### src/rtl/mul_div_unit.sv
// Iterative 32-cycle multiply/divide unit for the EX stage, holding its result in HI/LO.
// One radix-2 shift-add or restoring-divide step per CALC cycle; sign fixup in FIX.
module mul_div_unit (
    input  logic        clk,
    input  logic        rst,
    input  logic        start,
    input  logic [1:0]  op,
    input  logic [31:0] A,
    input  logic [31:0] B,
    input  logic        flush,
    input  logic        hi_we,
    input  logic        lo_we,
    input  logic [31:0] wdata,
    output logic        busy,
    output logic        done,
    output logic [31:0] hi,
    output logic [31:0] lo
);
    typedef enum logic [1:0] {IDLE, CALC, FIX} state_t;

    state_t      state, state_next;
    logic        div_r, sa, sb;
    logic [31:0] ma, mb, a_raw;
    logic [4:0]  cnt;
    logic [63:0] acc;

    logic        sgn_op;
    logic [31:0] mag_a, mag_b;
    logic [32:0] msum, trial;
    logic [63:0] acc_step, prod;
    logic [31:0] quo, rem, res_hi, res_lo;

    assign busy   = (state != IDLE);
    assign sgn_op = ~op[0];
    assign mag_a  = (sgn_op && A[31]) ? -A : A;
    assign mag_b  = (sgn_op && B[31]) ? -B : B;

    always_comb begin
        state_next = state;
        case (state)
            IDLE:    if (start && !flush) state_next = CALC;
            CALC:    if (flush) state_next = IDLE;
                     else if (cnt == 5'd31) state_next = FIX;
            FIX:     state_next = IDLE;
            default: state_next = IDLE;
        endcase
    end

    // Multiply: acc = {partial product, remaining multiplier bits}.
    // Divide:   acc = {partial remainder, dividend bits / quotient bits}.
    always_comb begin
        msum  = {1'b0, acc[63:32]} + {1'b0, (acc[0] ? ma : 32'd0)};
        trial = {acc[63:32], acc[31]} - {1'b0, mb};
        if (div_r)
            acc_step = trial[32] ? {acc[62:0], 1'b0} : {trial[31:0], acc[30:0], 1'b1};
        else
            acc_step = {msum, acc[31:1]};
    end

    always_comb begin
        prod = (sa ^ sb) ? -acc : acc;
        quo  = acc[31:0];
        rem  = acc[63:32];
        if (div_r) begin
            // Divide by zero reports the raw dividend in HI and skips sign fixup.
            if (mb == 32'd0) begin
                res_hi = a_raw;
                res_lo = 32'hFFFF_FFFF;
            end else begin
                res_hi = sa ? -rem : rem;
                res_lo = (sa ^ sb) ? -quo : quo;
            end
        end else begin
            res_hi = prod[63:32];
            res_lo = prod[31:0];
        end
    end

    always_ff @(posedge clk or posedge rst) begin
        if (rst) begin
            state <= IDLE;
            div_r <= 1'b0;
            sa    <= 1'b0;
            sb    <= 1'b0;
            ma    <= '0;
            mb    <= '0;
            a_raw <= '0;
            cnt   <= '0;
            acc   <= '0;
            hi    <= '0;
            lo    <= '0;
            done  <= 1'b0;
        end else begin
            state <= state_next;
            done  <= 1'b0;
            case (state)
                IDLE: begin
                    if (start) begin
                        if (!flush) begin
                            div_r <= op[1];
                            sa    <= sgn_op & A[31];
                            sb    <= sgn_op & B[31];
                            ma    <= mag_a;
                            mb    <= mag_b;
                            a_raw <= A;
                            cnt   <= '0;
                            acc   <= {32'd0, (op[1] ? mag_a : mag_b)};
                        end
                    end else begin
                        if (hi_we) hi <= wdata;
                        if (lo_we) lo <= wdata;
                    end
                end
                CALC: begin
                    if (!flush) begin
                        acc <= acc_step;
                        cnt <= cnt + 5'd1;
                    end
                end
                FIX: begin
                    if (!flush) begin
                        hi   <= res_hi;
                        lo   <= res_lo;
                        done <= 1'b1;
                    end
                end
                default: ;
            endcase
        end
    end
endmodule

### config.mk
export PLATFORM = sky130hd
export DESIGN_NAME = mul_div_unit
export DESIGN_NICKNAME = d
export VERILOG_FILES = /design/src/rtl/mul_div_unit.sv
export SDC_FILE = /design/constraint.sdc
export NUM_CORES = 1
export LEC_CHECK = 0
export CORE_ASPECT_RATIO = 1.5
export CORE_MARGIN = 2
export CORE_UTILIZATION = 50
export DETAILED_ROUTE_END_ITERATION = 8
export HOLD_SLACK_MARGIN = 0.1
export PLACE_DENSITY = 0.71
export SLEW_MARGIN = 10
export SYNTH_ARGS = -nofsm -noshare
export SYNTH_HDL_FRONTEND = slang
export SYNTH_SLANG_ARGS = --single-unit
### constraint.sdc
create_clock -name clk -period 11 [get_ports clk]
set_input_delay 2.75 -clock clk [delete_from_list [all_inputs] [get_ports clk]]
set_output_delay 2.75 -clock clk [all_outputs]
set_load 0.005 [all_outputs]
==> results of run 1 <==
==> routing by layer <==
layer | up-vias | GRT usage (%) | share of wire, %
met1 | 8413 | 42.38 | 37
met5 | - | 0 | 0
met2 | 912 | 59.79 | 48
met3 | 234 | 4.186 | 7.3
met4 | 0 | 24.90 | 8.0
li1 | 8268 | - | -
==> critical path: cells and delay by family <==
| family | cells | cell delay, ns |
|---|---|---|
| AND/OR/NAND/NOR | 4 | 1.87 |
| AO/OA/AOI/OAI | 3 | 0.60 |
| buffers and inverters | 1 | 0.46 |
| XOR/XNOR | 1 | 0.18 |
==> cell usage in the layout (no fill, tap or decap), types with 5 or more instances in the layout <==
| cell | netlist | routed |
|---|---|---|
| o41ai_1 | 11 | 11 |
| nor3b_1 | 5 | 5 |
| o211ai_1 | 24 | 24 |
| o221ai_1 | 13 | 13 |
| or2_2 | 8 | 8 |
| nor2_1 | 169 | 167 |
| xor2_1 | 85 | 84 |
| nand4_1 | 16 | 16 |
| mux2i_1 | 89 | 89 |
| clkinv_2 | 0 | 7 |
| nand2_1 | 320 | 319 |
| nand3_1 | 45 | 45 |
| ha_1 | 70 | 70 |
| nor2b_1 | 22 | 20 |
| clkdlybuf4s50_1 | 0 | 168 |
| o22a_1 | 7 | 7 |
| a31oi_1 | 21 | 21 |
| nand2b_1 | 14 | 14 |
| buf_4 | 1 | 23 |
| inv_1 | 76 | 75 |
| a21oi_1 | 179 | 179 |
| clkbuf_16 | 0 | 25 |
| o21bai_1 | 10 | 10 |
| o21a_1 | 11 | 11 |
| o22ai_1 | 27 | 27 |
| a211oi_1 | 14 | 14 |
| and3_1 | 26 | 26 |
| o21ai_0 | 275 | 275 |
| or4_1 | 9 | 9 |
| xnor2_1 | 98 | 97 |
| nor4_1 | 28 | 28 |
| nor3_1 | 41 | 41 |
| dfrtp_1 | 234 | 233 |
| a22oi_1 | 16 | 16 |
| a221o_1 | 6 | 6 |
| and2_1 | 35 | 35 |
| o31ai_1 | 19 | 19 |
| or3_1 | 11 | 11 |
| a21o_1 | 21 | 21 |
==> registers in the layout (all words and copies together), names as in the netlist <==
name	count
state	2
sb	1
div_r	1
a_raw	31
mb	32
cnt	5
hi	32
sa	1
ma	32
acc	64
lo	32
done	1
==> Yosys cell counts (27+ instances only) <==
cell and n:
dfrtp_1 234, a21oi_1 179, nor4_1 28, nand2_1 320, xnor2_1 98, inv_1 76
xor2_1 85, o22ai_1 27, nor2_1 169, o21ai_0 275, and2_1 35, clkbuf_1 140
ha_1 70, nor3_1 41, nand3_1 45, mux2i_1 89
==> worst max path at each step <==
stage,cells past startpoint,start,endpoint,slack (ns)
floorplan,1,rst,a_raw[10],1.83
global placement,9,B[3],acc[27],5.10
detailed placement,9,B[3],acc[27],5.10
CTS,9,B[3],acc[27],5.68
global route,9,B[3],acc[27],5.42
finish,9,B[3],acc[27],5.64
==> power breakdown <==
| group | switching, mW | internal [mW] |
|---|---|---|
| Sequential | 0.440 | 1.12 |
| Combinational | 1.65 | 1.15 |
| Clock | 0.394 | 0.465 |
==> cell families (layout without fill, tap and decap cells) <==
kind of cell / after synthesis / in the layout / share of synthesized area, %
and+or+nand+nor: 769 / 769 / 19.80
xor gates and xnor gates: 183 / 183 / 8.882
buffers and inverters: 237 / 316 / 5.103
adders and majority gates: 72 / 72 / 5.076
DFF: 234 / 234 / 32.45
muxes: 90 / 90 / 4.999
AOI/OAI and AO/OA: 708 / 708 / 23.69
==> layout make-up <==
class | count | area (µm²) | share of cell area (%)
multi-input cells | 1822 | 11320 | 54.60
inverters | 78 | 300.3 | 1.448
clock buffers | 32 | 681.9 | 3.288
clock inverters | 14 | 116.4 | 0.5611
flip-flops and latches | 234 | 5859 | 28.26
repair buffers | 192 | 1859 | 8.966
well taps | 478 | 598.1 | 2.884
==> metrics.txt, run 1 <==
outcome completed; Max Buffers Root-to-Sink 3; WL/cell 24.06 µm; Tmin final 5.356 ns; setup_tns 0 ns; reg2reg path depth 11; Data arrival, critical path 5.87 ns; Core Area 0.03573 mm²; I/O Buffers 169; Via-to-Cell Ratio 6.255; Die ar. 0.03766 mm²; initial antenna violation count 0; Root Driver clkbuf_16; Hold WS 0.4778 ns; HP Class register to register; Detail Route Antenna Nets 0; CP Capture Type register; R2R Setup Slk 6.67 ns; Crit-path slowest cell nor4b_2; Most used DFF post-synth dfrtp_1; crit path max fanout 6; Cell Area, Placed 0.01994 mm²; EDFF count, synth 0; final RePlAce weighted congestion 1.014; post-layout util 58.03%; diodes inserted 0; Final Power 5.212 mW; r2r startpoint acc[40]; vias in the first global route 17.28k; Total GRT Usage 35.54%; CTS tree done; synth unique cells 84; clk sink count 234; post-CTS sizing 0; Syn-to-layout area delta 14.92%; min-delay src hi[19]; total CTS buffers 25; RSZ-0062 raised after global routing no; final slew viol count 0; hpwl dp 52150 µm; PD cells 251.3 mW/mm²; Initial Util 50.50%; Layout Skew 0.03013 ns; # hold bufs at CTS 0; Rows 85; async set-reset flop share out of synthesis 100.0%; worst stage delay on the critical path 0.75 ns; Synth top area share 32.45%; #FFs+latches synth 234; Placed Instances 2804; worst slack at placement 5.103 ns; hold path depth 2; drt initial violations 1848; Clock H-tree levels 1; fin area 0.02074 mm²; top post-synthesis cells by area dfrtp_1 (32%), o21ai_0 (7.6%), nand2_1 (6.7%); Syn Area/Cell 7.870 µm²; Clock Pin Slew Worst Setup and Hold Paths 0.07 ns; Mapped Cells 2293; LEAKAGE 8.959 nW; RR Endpoint acc[51]; Max Clock Freq 186.7 MHz; synthesized net count 2469; DR DRC count 0; Startpoint Class input port; worst setup margin 5.644 ns; Final Hold Viols 0; period utilization 48.69%; Crit Path Category input port to register; post-CTS setup buffers 0; Final Setup Violations 0; fin cells 2850; first-pass GRT wire length 103300 µm; clk_lat worst skew 0.57 ns; sequential area share after synthesis 32.45%; Nets 2529; worst path cell trace clkdlybuf4s50_1 > or3_1 > or4_1 > nor4b_2 > a31oi_1 > xnor2_1 > nor2b_1 > a211oi_1 > o22a_1; GRT overflow 0; data required time at the worst endpoint 11.52 ns; Worst Hold Path EP hi[19]; drt first pass iters 6; dominant cell type by area after synthesis dfrtp_1; Worst Tran Pin Value 1.118 ns; die height 236.7 µm; DRT Wirelength 68570 µm; FILL cells 3408; Top Ports 170; max_slew headroom 25.46%; pin count of the biggest net entering global routing 94; YS warnings 0; worst vdd ir 0.1394 mV; MaxCap Viol Count 0; Die X 159.1 µm; mapped cell area 0.01804 mm²; share of layout cells above drive strength 1 4.427%; via count 17.83k
Power figures use the tool's default switching activity.
==> run 2: changes to the inputs <==
PLACE_DENSITY = 0.74   (was 0.71)
clock period = 4.6 ns   (was 11 ns; I/O delays follow)
==> run 2 against run 1 <==
Global-route usage rose by 0.37 points. Total power rose by 140%. Clock skew fell by 0.010 ns. Largest power group unchanged.
==> metrics.txt, run 2 (synthesis results as in run 1) <==
Hold WS 0.4806 ns (+0.002784 ns); pin count of the biggest net entering global routing 76 (-19%); most frequent cells in the layout nand2_1 (319), o21ai_0 (275), dfrtp_1 (233), a21oi_1 (179), clkdlybuf4s50_1 (168); Layout Skew 0.01992 ns (-0.01021 ns); die height 236.7 µm (unchanged); min-delay src a_raw[17]; Core Area 0.03573 mm² (unchanged); family with the most delay on the worst path compound AO/OA/AOI/OAI gates; initial antenna violation count 0 (unchanged); post-CTS sizing 0 (unchanged); outcome completed; CP Capture Type register; Placed Instances 2838 (+1.2%); Crit Path Category register to register; hpwl dp 53910 µm (+3.4%); clk sink count 234 (unchanged); Final Setup Violations 0 (unchanged); Max Buffers Root-to-Sink 3 (unchanged); share of layout cells above drive strength 1 5.740% (+1.3 points); worst vdd ir 0.2929 mV (+110%); max_slew headroom 27.73% (+2.3 points); setup_tns 0 ns (unchanged); drt first pass iters 6 (unchanged); diodes inserted 0 (unchanged); final RePlAce weighted congestion 1.025 (+1.1%); post-CTS setup buffers 0 (unchanged); Via-to-Cell Ratio 6.261 (about the same); worst stage delay on the critical path 0.62 ns (-0.13 ns); r2r startpoint acc[38]; PD cells 603.0 mW/mm² (+140%); area of the multi-input gates 0.01132 mm² (about the same); crit path from acc[38]; data required time at the worst endpoint 5.08 ns (-6.44 ns); Detail Route Antenna Nets 0 (unchanged); vias in the first global route 17.33k (+0.28%); Top Ports 170 (unchanged); Tmin final 4.018 ns; Root Driver clkbuf_16; Data arrival, critical path 4.50 ns (-1.37 ns); final slew viol count 0 (unchanged); Max Clock Freq 248.9 MHz; clk_lat worst skew 0.57 ns (about the same); Syn-to-layout area delta 17.21%; Crit-path slowest cell dfrtp_1; GRT overflow 0 (unchanged); Top reg by flops acc; first-pass GRT wire length 104400 µm (+1.1%); Reg area 0.005859 mm² (unchanged); RSZ-0062 raised after global routing no; fin area 0.02115 mm² (+2.0%); drt initial violations 1793 (-3.0%); Final Hold Viols 0 (unchanged); max reg flops 64 (unchanged); I/O Buffers 169 (unchanged); DRT Wirelength 69460 µm (+1.3%); LEAKAGE 9.191 nW (+2.6%); MaxCap Viol Count 0 (unchanged); worst setup margin 0.5819 ns (-5.062 ns); worst path cell trace ha_1 > and4_1 > a21boi_0 > a41oi_1 > o21ai_0 > o41ai_1 > o21ai_0 > a2111oi_0 > nor3b_1 > nor3_1; HP Class register to register; most frequent CP cell o21ai_0; fin cells 2882 (+1.1%); period utilization 87.35%; via count 18.04k (+1.2%); Cell Area, Placed 0.02029 mm² (+1.8%); # hold bufs at CTS 0 (unchanged); DR DRC count 0 (unchanged); WL/cell 24.10 µm (+0.17%); CTS tree done; Die X 159.1 µm (unchanged); most common cell after layout, fill and taps aside nand2_1; worst slack at placement 0.2949 ns (-4.809 ns); Rows 85 (unchanged); Die ar. 0.03766 mm² (unchanged); Nets 2563 (+1.3%); Initial Util 50.50% (unchanged); total CTS buffers 25 (unchanged); crit path max fanout 9 (+3); Clock Pin Slew Worst Setup and Hold Paths 0.07 ns (about the same); Startpoint Class register; Clock H-tree levels 1 (unchanged); worst path bufs/invs 0 (-1); Total GRT Usage 35.91% (+0.37 points); Worst Tran Pin Value 1.084 ns (-0.03396 ns); FILL cells 3273 (-4.0%)
==> run 2: changes by cell type in the layout (fill, tap and decap cells not counted), sizes merged <==
cell      before  now
buf           24   58
bufinv         1    4
clkbuf        32   30
clkinv        13   10
clkinvlp       1    2
inv           77   76
==> run 2: worst register-to-register path, delay by kind of cell (launching register included) <==
| family | cells | cell delay (ns) |
|---|---|---|
| flops | 1 | 0.62 |
| simple gates | 3 | 0.62 |
| fa+ha+maj | 1 | 0.40 |
| compound gates | 6 | 2.28 |
==> run 2: layer usage <==
metal	vias up	GRT usage, %	share of wire, %
li1	8335	-	-
met2	971	60.20	47
met4	0	26.23	8.4
met3	237	4.169	7.3
met5	-	0	0
met1	8501	42.61	37
==> run 2: through the flow <==
stage,util [%],total power [mW]
finish,59.19,12.75
global route,59.19,13.57
CTS,59.19,12.59
detailed placement,56.78,10.40
global placement,56.78,10.24
floorplan,-,8.125
==> run 2: power breakdown <==
part	total [mW]	switching (mW)	internal [mW]
sequential	3.57	0.889	2.68
clock	2.19	0.916	1.27
combinational	7.00	4.11	2.88
total	12.8	5.92	6.84
==> run 2: final timing paths <==
check / to / slack, ns / cells past startpoint
max: acc[63] / 0.58 / 10
min: a_raw[17] / 0.48 / 2
max reg2reg: acc[63] / 0.58 / 10
min reg2reg: a_raw[17] / 0.48 / 2
max in group asynchronous: lo[10] / 2.59 / 3
min in group asynchronous: a_raw[25] / 1.11 / 2
==> run 2: area by class of cell <==
cell class | instances | area share [%]
repair buffers | 226 | 10.47
inverters | 78 | 1.402
clock buffers | 30 | 3.189
clock inverters | 14 | 0.8874
multi-input cells | 1822 | 53.52
flip-flops and latches | 234 | 27.70
well taps | 478 | 2.828
